===== src/rtl/se_lookup_arbiter.sv =====
// Round-robin arbiter that shares one search engine among N_REQ frame-processor
// requesters, each owning a single capture slot for its pending lookup.
module se_lookup_arbiter #(
  parameter int N_REQ   = 4,
  parameter int TIMEOUT = 64
) (
  input  logic                clk,
  input  logic                rstn,
  input  logic [N_REQ-1:0]    rq_req,
  input  logic [48*N_REQ-1:0] rq_mac,
  input  logic [10*N_REQ-1:0] rq_hash,
  input  logic [N_REQ-1:0]    rq_source,
  input  logic [16*N_REQ-1:0] rq_portmap,
  output logic [N_REQ-1:0]    rq_ack,
  output logic [N_REQ-1:0]    rq_nak,
  output logic [15:0]         rq_result,
  output logic                se_req,
  output logic [47:0]         se_mac,
  output logic [9:0]          se_hash,
  output logic                se_source,
  output logic [15:0]         source_portmap,
  input  logic                se_ack,
  input  logic                se_nak,
  input  logic [15:0]         se_result,
  output logic [N_REQ-1:0]    pending,
  output logic [N_REQ-1:0]    ovf_err,
  output logic                to_err,
  output logic [1:0]          dbg_state
);

  localparam int IW = (N_REQ > 1) ? $clog2(N_REQ) : 1;
  localparam int TW = $clog2(TIMEOUT + 1);

  // Handshake: rq_req is a one-cycle request pulse with no back-pressure; each
  // accepted request completes with exactly one one-cycle rq_ack or rq_nak.
  // se_req is a one-cycle pulse; the engine answers with se_ack/se_nak, which
  // are only honoured while the arbiter is waiting for that answer.
  typedef enum logic [1:0] {
    S_IDLE  = 2'd0,
    S_ISSUE = 2'd1,
    S_WAIT  = 2'd2,
    S_RESP  = 2'd3
  } state_t;

  state_t            state_q;
  logic [IW-1:0]     win_q;
  logic [IW-1:0]     last_grant_q;
  logic [TW-1:0]     timer_q;

  logic              se_req_q;
  logic [47:0]       se_mac_q;
  logic [9:0]        se_hash_q;
  logic              se_source_q;
  logic [15:0]       se_portmap_q;
  logic [N_REQ-1:0]  rq_ack_q;
  logic [N_REQ-1:0]  rq_nak_q;
  logic [15:0]       rq_result_q;
  logic              to_err_q;

  logic [47:0]       slot_mac_q     [N_REQ];
  logic [9:0]        slot_hash_q    [N_REQ];
  logic              slot_source_q  [N_REQ];
  logic [15:0]       slot_portmap_q [N_REQ];
  logic [N_REQ-1:0]  pending_q;
  logic [N_REQ-1:0]  pending_d;
  logic [N_REQ-1:0]  ovf_q;

  logic [N_REQ-1:0]  release_vec;
  logic [N_REQ-1:0]  accept;
  logic [N_REQ-1:0]  drop;
  logic [N_REQ-1:0]  win_onehot;
  logic              pick_valid;
  logic [IW-1:0]     pick_idx;
  logic [IW-1:0]     cand;

  // The slot of the current winner is freed during its RESP cycle, so a new
  // request from the same requester in that cycle is accepted cleanly.
  always_comb begin
    release_vec = '0;
    if (state_q == S_RESP) release_vec[win_q] = 1'b1;
  end

  assign accept     = rq_req & (~pending_q | release_vec);
  assign drop       = rq_req & pending_q & ~release_vec;
  assign pending_d  = (pending_q & ~release_vec) | accept;
  assign win_onehot = N_REQ'(1) << win_q;

  always_comb begin
    pick_valid = 1'b0;
    pick_idx   = '0;
    cand       = '0;
    for (int k = 1; k <= N_REQ; k++) begin
      cand = IW'((int'(last_grant_q) + k) % N_REQ);
      if (!pick_valid && pending_q[cand]) begin
        pick_valid = 1'b1;
        pick_idx   = cand;
      end
    end
  end

  always_ff @(posedge clk or negedge rstn) begin
    if (!rstn) begin
      for (int i = 0; i < N_REQ; i++) begin
        slot_mac_q[i]     <= '0;
        slot_hash_q[i]    <= '0;
        slot_source_q[i]  <= 1'b0;
        slot_portmap_q[i] <= '0;
      end
      pending_q <= '0;
      ovf_q     <= '0;
    end else begin
      for (int i = 0; i < N_REQ; i++) begin
        if (accept[i]) begin
          slot_mac_q[i]     <= rq_mac[48*i +: 48];
          slot_hash_q[i]    <= rq_hash[10*i +: 10];
          slot_source_q[i]  <= rq_source[i];
          slot_portmap_q[i] <= rq_portmap[16*i +: 16];
        end
      end
      pending_q <= pending_d;
      ovf_q     <= ovf_q | drop;
    end
  end

  always_ff @(posedge clk or negedge rstn) begin
    if (!rstn) begin
      state_q      <= S_IDLE;
      win_q        <= '0;
      last_grant_q <= IW'(N_REQ - 1);
      timer_q      <= '0;
      se_req_q     <= 1'b0;
      se_mac_q     <= '0;
      se_hash_q    <= '0;
      se_source_q  <= 1'b0;
      se_portmap_q <= '0;
      rq_ack_q     <= '0;
      rq_nak_q     <= '0;
      rq_result_q  <= '0;
      to_err_q     <= 1'b0;
    end else begin
      se_req_q    <= 1'b0;
      rq_ack_q    <= '0;
      rq_nak_q    <= '0;
      rq_result_q <= '0;
      case (state_q)
        S_IDLE: begin
          if (pick_valid) begin
            win_q        <= pick_idx;
            se_mac_q     <= slot_mac_q[pick_idx];
            se_hash_q    <= slot_hash_q[pick_idx];
            se_source_q  <= slot_source_q[pick_idx];
            se_portmap_q <= slot_portmap_q[pick_idx];
            se_req_q     <= 1'b1;
            state_q      <= S_ISSUE;
          end
        end
        S_ISSUE: begin
          timer_q <= TW'(1);
          state_q <= S_WAIT;
        end
        S_WAIT: begin
          // An ack wins over a simultaneous nak and over the final timer tick.
          if (se_ack) begin
            rq_ack_q    <= win_onehot;
            rq_result_q <= se_result;
            state_q     <= S_RESP;
          end else if (se_nak) begin
            rq_nak_q    <= win_onehot;
            rq_result_q <= se_result;
            state_q     <= S_RESP;
          end else if (timer_q == TW'(TIMEOUT)) begin
            rq_nak_q <= win_onehot;
            to_err_q <= 1'b1;
            state_q  <= S_RESP;
          end else begin
            timer_q <= timer_q + 1'b1;
          end
        end
        S_RESP: begin
          last_grant_q <= win_q;
          state_q      <= S_IDLE;
        end
        default: state_q <= S_IDLE;
      endcase
    end
  end

  assign rq_ack         = rq_ack_q;
  assign rq_nak         = rq_nak_q;
  assign rq_result      = rq_result_q;
  assign se_req         = se_req_q;
  assign se_mac         = se_mac_q;
  assign se_hash        = se_hash_q;
  assign se_source      = se_source_q;
  assign source_portmap = se_portmap_q;
  assign pending        = pending_q;
  assign ovf_err        = ovf_q;
  assign to_err         = to_err_q;
  assign dbg_state      = state_q;

  a_se_req_pulse: assert property (@(posedge clk) disable iff (!rstn)
    se_req_q |=> !se_req_q);
  a_resp_pulse: assert property (@(posedge clk) disable iff (!rstn)
    (|(rq_ack_q | rq_nak_q)) |=> !(|(rq_ack_q | rq_nak_q)));
  a_resp_onehot: assert property (@(posedge clk) disable iff (!rstn)
    $onehot0(rq_ack_q | rq_nak_q));

endmodule


===== config.mk =====
export PLATFORM = sky130hd
export DESIGN_NAME = se_lookup_arbiter
export DESIGN_NICKNAME = d
export VERILOG_FILES = /design/src/rtl/se_lookup_arbiter.sv
export SDC_FILE = /design/constraint.sdc
export NUM_CORES = 1
export LEC_CHECK = 0
export ABC_AREA = 1
export BUFFER_PORTS_ARGS = -buffer_cell sky130_fd_sc_hd__clkbuf_2
export CAP_MARGIN = 10
export CORE_ASPECT_RATIO = 2
export CORE_MARGIN = 5
export CORE_UTILIZATION = 54
export CTS_CLUSTER_DIAMETER = 200
export CTS_CLUSTER_SIZE = 24
export DETAILED_ROUTE_END_ITERATION = 10
export PLACE_DENSITY = 0.8
export SLEW_MARGIN = 20
export SYNTH_ARGS = -nofsm -noshare
export SYNTH_HDL_FRONTEND = slang
export SYNTH_SLANG_ARGS = --single-unit

===== constraint.sdc =====
create_clock -name clk -period 2.9 [get_ports clk]
set_clock_uncertainty 0.1 [all_clocks]
set_input_delay 0.58 -clock clk [delete_from_list [all_inputs] [get_ports clk]]
set_output_delay 0.58 -clock clk [all_outputs]
set_load 0.02 [all_outputs]

== After elaboration in Yosys (flattened, before gate mapping) ==
Cells that the tools add are included.
Word-level totals
  flip-flop bits (word level): 422
  bits of input ports: 324
  output and inout bits: 111
Operators by class
  $add $sub $neg: 5
  magnitude comparators: 7
  equal/unequal tests: 9
  shift-type cells: 1
  multiplexer cells: 51
  bitwise operators: 12
  reduce and logical (&&, ||, !) cells: 13
Operators with widths (number)
  $bmux W48 S2: 1
  $mux W48: 2
  $mux W16: 5
  $bmux W16 S2: 1
  $mux W4: 7
  $mux W7: 3
  $bmux W10 S2: 1
  $mux W10: 2
  $and A4 B4 Y4: 4
  $mux W2: 8
  $lt A2 B3 Y1 const B: 5
  $pmux W7 S2: 1
  $mux W1: 13
  $or A4 B4 Y4: 3
  $bmux W1 S2: 5
  $ne A2 B2 Y1 const B: 4
  $not A4 Y4: 2
  $pmux W2 S4: 1
  $reduce_and A4 Y1: 2
  $add A7 B1 Y7 const B: 1
  $eq A7 B7 Y1 const B: 1
  $add A2 B1 Y2 const B: 2
  $add A2 B2 Y2 const B: 2
  $eq A2 B2 Y1 const B: 2
  13 further kinds: 20

== Depth between registers and ports, before layout ==
  depth in word-level cells: 17
  gate-level depth with buffers: 17

== Worst setup path before layout ==
No wires, ideal clock.
  path type: reg-to-reg
  from: reg state_q[0] (netlist: dbg_state[0])
  to: reg slot_mac_q[105] (netlist name)
  library setup time: 125 ps
  data arrival time: 1911 ps
  data required time: 2675 ps
  setup slack: 764 ps
  cell stages (with the launch flop): 8
  path buffers: 2
  clock period less this slack: 2136 ps
  cell sequence: dfrtp_1 > ha_1 > inv_1 > o21ai_0 > nand2_1 > clkbuf_1 > buf_2 > mux2_2
On the way
  longest elaborated chain between the ends: 4
Ends and longest elaborated chain
  from (decl): line 45  | state_t state_q;
  from (signal assigned): line 127  | state_q <= S_IDLE;
  from (signal assigned): line 154  | state_q <= S_ISSUE;
  from (signal assigned): line 159  | state_q <= S_WAIT;
  $eq A2 B2 Y1: line 80  | if (state_q == S_RESP) release_vec[win_q] = 1'b1;
  $mux W4: line 80
  $or A4 B4 Y4: line 83  | assign accept = rq_req & (~pending_q | release_vec);
  $and A4 B4 Y4: line 83
  to (signal, indexed assignment): line 114  | slot_mac_q[i] <= rq_mac[48*i +: 48];
  to (decl): line 60  | logic [47:0] slot_mac_q [N_REQ];
Every way passes these cells.
A chain may end at the register's enable or synchronous reset.

== Worst setup path in the final report ==
  from: reg last_grant_q[0]
  to: reg se_mac_q[21] (netlist: se_mac[21])
On the way
  longest elaborated chain between the ends: 17
  elaborated cells between the ends (all ways): 31
Ends and longest elaborated chain
  from (decl): line 47  | logic [IW-1:0] last_grant_q;
  from (signal assigned): line 129  | last_grant_q <= IW'(N_REQ - 1);
  from (signal assigned): line 180  | last_grant_q <= win_q;
  $add A2 B1 Y2: line 93  | cand = IW'((int'(last_grant_q) + k) % N_REQ);
  $bmux W1 S2: line 94  | if (!pick_valid && pending_q[cand]) begin
  $mux W1 (implied by the code): line 94
  $mux W1: line 94
  $logic_not A1 Y1: line 94
  $logic_and A1 B1 Y1: line 94
  $mux W1: line 94
  $logic_not A1 Y1: line 94
  $logic_and A1 B1 Y1: line 94
  $mux W1: line 94
  $logic_not A1 Y1: line 94
  $logic_and A1 B1 Y1: line 94
  $mux W2: line 94
  $not A2 Y3 (implied by the code): line 149  | se_mac_q <= slot_mac_q[pick_idx];
  $bmux W48 S2: line 149
  $mux W48 (implied by the code) (2 in a row): line 149
  to (signal assigned): line 149
  to (decl): line 51  | logic [47:0] se_mac_q;
Several ways; a longest one is shown, not always the timed one. The select of a mux whose other input is x is not followed.

==> flow_summary.ini <==
[setup_path]
timing.critical_path.cells = inv_4 > nand2_1 > nand2_1 > nand2_1 > nand2_1 > nand2_1 > nand2_1 > nand2_1 > nand3_4 > inv_4 > buf_12 > nand2_1 > nand3_1 > nand3_1
cp_common_cell = nand2_1
worstPathMaxFanout = 27
rr_startpoint = last_grant_q[0]
cp_data_arrival_time_ns = 2.98
crit_slowest_cell = dfstp_2
r2r.worst_path.cells = 14
critPathLaunchType = flop
r2r-end = se_mac[21]
crit_type = flop to flop
reg2reg_slack_ns = 0.23
crit_family = simple AND/OR/NAND/NOR gates
end_kind = flop
critPathMaxStageDelay_ns = 0.67
critPathBufInv = 3
critPathRequiredTime_ns = 3.21

[timing]
finalHoldViolCount = 0
setup_viol = 0
worst_slew_pin_slew_ns = 0.9729
clock.fmax_mhz = 374.5
relSlewSlack_pct = 35.04
setup_tns_ns = 0
rsz0062_at_grt = no
period_share_pct = 92.08
period_minus_slack_ns = 2.670
final-max-slew-violation-count = 0
holdWs_ns = 0.1138

[global_route]
overflow = 0
grt_antenna_before_repair = 3
grt_pass1_wl_mm = 90.75
grt_max_degree = 82
track_usage_pct = 29.55
grt_pass1_vias = 17950

[placed_design]
port_buffers = 434
place_congestion = 0.8888
dp_hpwl_mm = 41.83

[floorplan]
ios = 435
die_x_um = 142.1
dieArea_mm2 = 0.03894
start_util_pct = 54.83
fp.dieH_um = 274.1
coreArea_mm2 = 0.03435
fp-row-count = 96

[power]
power.internal_w = 0.01478
switching_share_pct = 46.71
p_per_area_mw_per_mm2 = 1249
p_switching_w = 0.01295
seq_power_share_pct = 34.4
power_frac_clock_pct = 11.6
p_leak_nw = 12.25
power_frac_comb_pct = 54.0
vdd_drop_max_v = 0.0009731

[logic_synthesis]
ys_ff_latch = 422
syn_nets = 2618
ys_types = 31
synth_seq_area_share_pct = 56.07
avgSynthCellArea_um2 = 8.236
netlist_area_mm2 = 0.01884
syn_inst = 2287
ys_warn_count = 0

[hold_path]
hold_path_depth = 3
worstHoldStart = se_result[13]
min_path_type = input pin to flop
min_delay_worst_endpoint = rq_result[13]

[drt]
drc = 0
first_pass_iters = 5
wl_per_cell_um = 18.68
top_layer_used = met4
post_drt_via_cell_ratio = 5.446
dr.first_iter.drc_count = 971
vias = 16970
ant_nets = 0
routed_wl_mm = 58.20
wl_met1_mm = 20.02
met3_length_mm = 3.603
dr_wl_met2_mm = 29.81

[final_layout]
nets = 2998
drive_gt1_share_pct = 20.96
final_common_cell = nand2_1
fillCellCount = 2895
syn_to_final_growth_pct = 17.83
final_cell_mix = nand2_1 (449), clkbuf_2 (433), dfrtp_1 (420)

[job]
drv_cap = 0

[cts]
cts.clk_slew.worst_paths_ns = 0.10
cts_tree = done
cts_hold_buf = 1
clkLatencyLatePin_ns = 0.54
cts_setup_buffers = 0
cts_root_buffer = clkbuf_16
clock-sinks = 422
clockBufferDepth = 3
numCtsBuffers = 21
cts_resized = 0
htree_num_levels = 1

[status]
status = finished, final reports clean
-- stage by stage --
step                      cell area, um^2  std cells  util [%]  power [W]  worst slack, ns
after floorplan                     18840       2287         -    0.01997           0.7638
after global placement              21620       3084     62.92    0.02399           0.3532
after detailed placement            21620       3084     62.92    0.02454           0.3033
after CTS                           22190       3113     64.58    0.02778           0.2791
after global routing                22190       3115     64.61    0.02986         0.002037
final                               22200       3116     64.61    0.02773           0.2296
-- flip-flops by register name (all words and copies together) (netlist names) --
| register | cells |
|---|---|
| pending | 4 |
| rq_ack | 4 |
| se_hash | 10 |
| ovf_err | 4 |
| timer_q | 7 |
| to_err | 1 |
| se_req | 1 |
| se_source | 1 |
| slot_source_q | 4 |
| dbg_state | 2 |
| slot_hash_q | 40 |
| slot_portmap_q | 64 |
| last_grant_q | 2 |
| slot_mac_q | 192 |
| win_q | 2 |
| se_mac | 48 |
| rq_result | 16 |
| source_portmap | 16 |
| rq_nak | 4 |
-- layout make-up --
cell class | instances | area [um^2] | share of cell area (%)
Sequential cell | 422 | 10560 | 47.59
Inverter | 320 | 1206 | 5.434
Clock inverter | 1 | 11.26 | 0.05073
Antenna cell | 3 | 7.507 | 0.03382
Clock buffer | 27 | 548.0 | 2.469
Timing Repair Buffer | 490 | 2855 | 12.86
Multi-Input combinational cell | 1412 | 6454 | 29.08
Tap cell | 441 | 551.8 | 2.486
-- synthesized netlist by cell type (all sizes together) --
cell / instances / area, um^2
buf: 61 / 415.4
mux2: 22 / 247.7
nand3: 278 / 1409
ha: 7 / 87.58
a21oi: 287 / 1440
nor3: 2 / 10.01
xor2: 1 / 8.760
nor2: 313 / 1185
inv: 320 / 1206
o21ai: 15 / 75.07
o21bai: 5 / 37.54
or2: 22 / 137.6
clkbuf: 72 / 270.3
dfrtp: 420 / 10510
nand2: 458 / 1732
nand4: 2 / 12.51
dfstp: 2 / 52.55
-- power groups by stage --
stage               combinational (W)  clock [W]  sequential, W
floorplan                     0.00989          0         0.0101
global placement               0.0145          0        0.00953
detailed placement             0.0149          0        0.00962
CTS                            0.0150    0.00327        0.00952
global route                   0.0167    0.00346        0.00974
finish                         0.0150    0.00321        0.00954
-- worst register-to-register path, cell delays in order, from the launching register on --
cell and delay (ns):
dfstp_2 0.67, inv_4 0.09, nand2_1 0.07, nand2_1 0.07, nand2_1 0.09, nand2_1 0.09, nand2_1 0.10, nand2_1 0.08
nand2_1 0.10, nand3_4 0.21, inv_4 0.35, buf_12 0.25, nand2_1 0.09, nand3_1 0.08, nand3_1 0.10
-- cell families (layout without fill, tap and decap cells) --
family                     count (synthesis)  in the layout  synth area share [%]
AOI/OAI and AO/OA                        307            307                 8.243
DFF                                      422            422                 56.07
muxes                                     22             22                 1.315
buffers and inverters                    453            838                 10.04
adders and majority gates                  7              7                0.4649
and+or+nand+nor                         1075           1075                 23.81
xor gates and xnor gates                   1              1               0.04650
other                                      0              3                     0
-- worst max-delay path by stage --
stage	slack [ns]	cells past startpoint	startpoint	end
global route	0.002	14	last_grant_q[0]	se_mac[41]
global placement	0.35	10	last_grant_q[0]	win_q[0]
finish	0.23	14	last_grant_q[0]	se_mac[21]
CTS	0.28	14	last_grant_q[0]	se_mac[36]
floorplan	0.76	7	dbg_state[0]	slot_mac_q[105]
detailed placement	0.30	14	last_grant_q[0]	se_mac[36]
-- metal layers --
layer	vias up	track usage [%]
met3	237	4.241
met5	-	0
met4	0	20.70
met2	732	51.77
met1	8170	32.36
li1	7830	-
No activity file was read; power rests on OpenSTA's default activity.
